`src/rtl/message_bit_feeder.sv`:
```
// Holds a byte-loaded message and feeds it FRAME_SIZE bits at a time, LSB first, wrapping at the end.
// Latency: sample-consumed edge -> next chunk on out_message one cycle later; out_message is registered.
module message_bit_feeder #(
    parameter int FRAME_SIZE = 1,
    parameter int MSG_BYTES  = 16,
    parameter int ADDR_W     = 4
) (
    input  logic                  in_clk,
    input  logic                  in_rst_n,
    input  logic                  in_load_start,
    input  logic                  in_load_valid,
    input  logic [7:0]            in_load_byte,
    input  logic                  in_load_done,
    input  logic                  in_sample_ready,
    output logic [FRAME_SIZE-1:0] out_message,
    output logic                  out_message_valid,
    output logic [ADDR_W:0]       out_msg_len,
    output logic                  out_full,
    output logic                  out_wrap
);

    typedef enum logic [1:0] {IDLE, LOAD, RUN} state_t;

    localparam logic [ADDR_W:0]   MAX_LEN  = (ADDR_W+1)'(MSG_BYTES);
    localparam logic [ADDR_W:0]   LEN_ONE  = (ADDR_W+1)'(1);
    localparam logic [ADDR_W-1:0] PTR_ONE  = ADDR_W'(1);
    localparam logic [2:0]        BIT_STEP = 3'(FRAME_SIZE);
    localparam logic [2:0]        LAST_BIT = 3'(8 - FRAME_SIZE);

    state_t            state, state_nxt;
    logic [7:0]        mem [MSG_BYTES];
    logic [ADDR_W-1:0] wr_ptr;
    logic [ADDR_W-1:0] byte_ptr, byte_ptr_nxt;
    logic [2:0]        bit_ptr, bit_ptr_nxt;
    logic [ADDR_W:0]   len_nxt, last_byte;
    logic              wr_en, byte_end, msg_end, advance;
    logic [7:0]        first_byte, next_byte;

    assign wr_en     = (state == LOAD) && in_load_valid && !in_load_start && (out_msg_len < MAX_LEN);
    assign len_nxt   = wr_en ? out_msg_len + LEN_ONE : out_msg_len;
    assign last_byte = out_msg_len - LEN_ONE;
    assign advance   = (state == RUN) && in_sample_ready;
    assign byte_end  = (bit_ptr == LAST_BIT);
    assign msg_end   = byte_end && ({1'b0, byte_ptr} == last_byte);

    // A byte written on the same edge as load_done is not in mem yet; forward it.
    assign first_byte = (wr_en && (wr_ptr == '0)) ? in_load_byte : mem[0];
    assign next_byte  = mem[byte_ptr_nxt];

    always_comb begin
        bit_ptr_nxt  = byte_end ? 3'd0 : bit_ptr + BIT_STEP;
        byte_ptr_nxt = byte_ptr;
        if (msg_end) begin
            byte_ptr_nxt = '0;
        end else if (byte_end) begin
            byte_ptr_nxt = byte_ptr + PTR_ONE;
        end
    end

    always_comb begin
        state_nxt = state;
        if (in_load_start) begin
            state_nxt = LOAD;
        end else if (state == LOAD && in_load_done) begin
            state_nxt = (len_nxt != '0) ? RUN : IDLE;
        end
    end

    always_ff @(posedge in_clk or negedge in_rst_n) begin
        if (!in_rst_n) begin
            state <= IDLE;
        end else begin
            state <= state_nxt;
        end
    end

    always_ff @(posedge in_clk) begin
        if (wr_en) begin
            mem[wr_ptr] <= in_load_byte;
        end
    end

    always_ff @(posedge in_clk or negedge in_rst_n) begin
        if (!in_rst_n) begin
            wr_ptr            <= '0;
            byte_ptr          <= '0;
            bit_ptr           <= '0;
            out_message       <= '0;
            out_message_valid <= 1'b0;
            out_msg_len       <= '0;
            out_full          <= 1'b0;
            out_wrap          <= 1'b0;
        end else begin
            out_wrap          <= 1'b0;
            out_message_valid <= (state_nxt == RUN);
            if (in_load_start) begin
                wr_ptr      <= '0;
                byte_ptr    <= '0;
                bit_ptr     <= '0;
                out_message <= '0;
                out_msg_len <= '0;
                out_full    <= 1'b0;
            end else if (state == LOAD) begin
                if (wr_en) begin
                    wr_ptr      <= wr_ptr + PTR_ONE;
                    out_msg_len <= len_nxt;
                    out_full    <= (len_nxt == MAX_LEN);
                end
                if (in_load_done && len_nxt != '0) begin
                    byte_ptr    <= '0;
                    bit_ptr     <= '0;
                    out_message <= first_byte[FRAME_SIZE-1:0];
                end
            end else if (advance) begin
                bit_ptr     <= bit_ptr_nxt;
                byte_ptr    <= byte_ptr_nxt;
                out_message <= next_byte[bit_ptr_nxt +: FRAME_SIZE];
                out_wrap    <= msg_end;
            end
        end
    end

endmodule

```
`config.mk`:
```
export PLATFORM = sky130hd
export DESIGN_NAME = message_bit_feeder
export DESIGN_NICKNAME = d
export VERILOG_FILES = /design/src/rtl/message_bit_feeder.sv
export SDC_FILE = /design/constraint.sdc
export NUM_CORES = 1
export LEC_CHECK = 0
export BUFFER_PORTS_ARGS = -buffer_cell sky130_fd_sc_hd__buf_2
export CORE_MARGIN = 2
export CORE_UTILIZATION = 30
export CTS_CLUSTER_DIAMETER = 150
export DETAILED_ROUTE_END_ITERATION = 12
export PLACE_DENSITY = 0.55
export SETUP_SLACK_MARGIN = 0.5
export SLEW_MARGIN = 20
export SYNTH_ARGS = -nofsm -noshare
export SYNTH_HDL_FRONTEND = slang
export SYNTH_SLANG_ARGS = --single-unit
```
`constraint.sdc`:
```
create_clock -name in_clk -period 5.3 [get_ports in_clk]
set_clock_uncertainty 0.2 [all_clocks]
set_input_delay 0.795 -clock in_clk [delete_from_list [all_inputs] [get_ports in_clk]]
set_output_delay 0.795 -clock in_clk [all_outputs]
set_load 0.1 [all_outputs]
```
==> metrics <==
CTS tree=built; relative slew slack=0.187; status=completed; Die W=153 um; worst slew pin tran=1.20 ns; Syn Area/Cell=14.0 um^2; met1 track demand over resource=0.197; initial DRC count=365; post-route ant nets=0; Synth cell types=65; Leak=0.00267 uW; worst skew pair latency=0.43 ns; CP Data Required Time=5.40 ns; Fin. Hold Viols=0; met2 Use GR=0.229; critical path class=reg2reg; worst-case clock buffer depth=2; worst min-delay path class=in2async; PwrDens=345 mW/mm^2; cts repair resizes=0; post-synth top area cell=edfxtp_1; core footprint=0.0218 mm^2; crit-path max FO=25; Seq cells post-synth=150; RSZ-0062 raised after global routing=no; DRC errors left=0; drt total wl=16400 um; async set-or-reset flop fraction in the synthesized netlist=0.147; Synth Flop Type=edfxtp_1; vias in the first global route=4054; # rows=54; IO buf count=22; layout filler cell count=2116; most used routing layer=met2; total CTS buffers=17; crit end category=flip-flop; io pins=23; WL per Instance=20.8 um; area delta synth->final=14.5%; initial antenna violation count=0; Setup Buffers After CTS=0; GRT Overall Usage=0.144; CP Launch Type=flip-flop; clk slew on worst S/H paths=0.06 ns; CTS sink count=150; met3 Usage GRT=0.0324; maximum vdd drop=0.000236 V; H-tree depth=4; TNS Setup=0 ns; Max Slew Vio Count=0; CP arrival=4.23 ns; iteration count of the initial detailed-routing pass=5; first-pass GRT wire length=25000 um; endpoints failing setup=0; synth top area cells=edfxtp_1, dfrtp_1, mux4_2, nand2_1, a21oi_1; vias per cell=5.21; YS warnings=0; clk root buf=clkbuf_16; Initial Util=0.305; Post-synth EDFFs=128; largest net degree at the start of global routing=26; Util after Layout=0.349; nets=519; cells after synthesis=475; Overflow after GRT=0; Hold Buf Count CTS=0; Seq/Total Area, Yosys=0.663; routability congestion estimate=0.884; detailed placement HPWL=10800 um; share of layout cells above drive strength 1=0.167; Synth Net Count=498; Total Die Area=0.0233 mm^2; via count=4107; max_cap viols=0; crit path time final=4.12 ns; top-area cell type share of the netlist area=0.580; fin crit share=0.778; Die Y-Extent=153 um; FMAX=242 MHz; synthesized cell area=0.00663 mm^2; Antenna diodes=0
[state kept, by name (all words and copies together), names as in the netlist]
name / cells
out_msg_len: 5
byte_ptr: 4
out_full: 1
out_message_valid: 1
state: 2
bit_ptr: 3
wr_ptr: 4
out_wrap: 1
out_message: 1
mem: 128
[cells in the final DEF (no fill, tap or decap), types with 3 or more instances in the layout]
cell,n
nand2b_1,4
a22oi_1,3
a31oi_1,12
nor4_1,6
inv_6,3
nor3_1,5
nand2_1,55
and4_1,4
inv_1,12
and2_1,14
o22a_1,3
o31ai_1,6
buf_4,5
mux2_2,4
nand3_1,11
nor2_1,22
clkbuf_16,17
dfrtp_1,22
mux2i_1,5
a221oi_1,3
xor2_1,8
a21o_1,5
nand4_1,3
xnor2_1,5
a21oi_1,28
ha_1,9
buf_2,22
a211o_1,3
clkinv_2,3
o22ai_1,3
o211ai_1,3
o221ai_1,4
edfxtp_1,128
o21ai_0,10
mux4_2,11
[per-stage QoR]
stage	setup slack, ns	cells	total power, uW	cell area (um^2)	hold slack [ns]
global placement	1.36	757	1450	7020	0.263
floorplan	1.46	475	1410	6630	0.254
finish	1.18	789	2620	7590	0.149
detailed placement	1.26	757	1460	7020	0.284
CTS	1.20	789	2640	7590	0.143
global route	0.880	789	2710	7590	0.181
[kinds of logic after synthesis]
logic type / count (synthesis) / share of synthesized area
flops: 150 / 0.663
simple gates: 138 / 0.102
compound gates: 103 / 0.110
buf+inv: 37 / 0.0283
mux: 22 / 0.0572
xor+xnor: 16 / 0.0223
fa+ha+maj: 9 / 0.0170
[synth_stat cells (4+ instances only)]
cell type,number
a21o_1,5
nand3_1,11
nor3_1,5
xnor2_1,7
clkbuf_1,8
buf_4,9
o21ai_0,10
buf_2,6
nor2_1,22
nor4_1,6
mux2_2,4
ha_1,9
nand2b_1,4
and2_1,14
nand2_1,55
xor2_1,8
o31ai_1,6
and4_1,4
edfxtp_1,128
a31oi_1,12
o221ai_1,4
inv_1,12
a21oi_1,28
dfrtp_1,22
mux2i_1,6
mux4_2,11
[layer usage]
metal | part of all wire | vias up | routed length (um)
li1 | - | 1869 | -
met1 | 0.46 | 2120 | 7540
met2 | 0.48 | 101 | 7950
met3 | 0.043 | 17 | 709
met4 | 0.014 | 0 | 225
met5 | 0 | - | 0
[worst max-delay path, stage by stage, from the launching register on]
cell and delay, ns:
dfrtp_1 0.41, ha_1 0.19, ha_1 0.55, nand2_1 0.23
xnor2_2 0.35, buf_4 0.39, nor2_1 0.21, a221oi_1 0.43
o21ai_1 0.11, o221a_1 0.29, o32ai_2 0.24, o311ai_1 0.14
a32o_1 0.27
[final cells by class]
cell class,instances,area [um^2],area share
repair buffers,27,148,0.0194
clock buffers,18,429,0.0565
multi-input cells,288,2080,0.274
clock inverters,14,149,0.0196
inverters,12,45.0,0.00593
flip-flops and latches,150,4390,0.579
well taps,280,350,0.0461
[where the power goes]
part | internal [uW] | switching (uW) | leakage, uW
clock network | 697 | 491 | 0.000280
logic | 34.3 | 94.7 | 0.000937
registers | 1290 | 9.20 | 0.00145
total | 2030 | 595 | 0.00267
[final timing paths]
| kind | slack (ns) | from | end | depth (start not counted) |
|---|---|---|---|---|
| max in group asynchronous | 4.40 | in_rst_n | state[1]$_DFF_PN0_ | 1 |
| min reg2reg | 0.32 | bit_ptr[1]$_DFFE_PN0P_ | bit_ptr[1]$_DFFE_PN0P_ | 1 |
| min in group in_clk | 0.32 | bit_ptr[1]$_DFFE_PN0P_ | bit_ptr[1]$_DFFE_PN0P_ | 1 |
| max reg2reg | 1.18 | bit_ptr[0]$_DFFE_PN0P_ | out_message$_DFFE_PN0P_ | 12 |
| min | 0.15 | in_rst_n | out_msg_len[3]$_DFFE_PN0P_ | 1 |
| max | 1.18 | bit_ptr[0]$_DFFE_PN0P_ | out_message$_DFFE_PN0P_ | 12 |
Note: power is estimated with default switching activity, not from simulation.
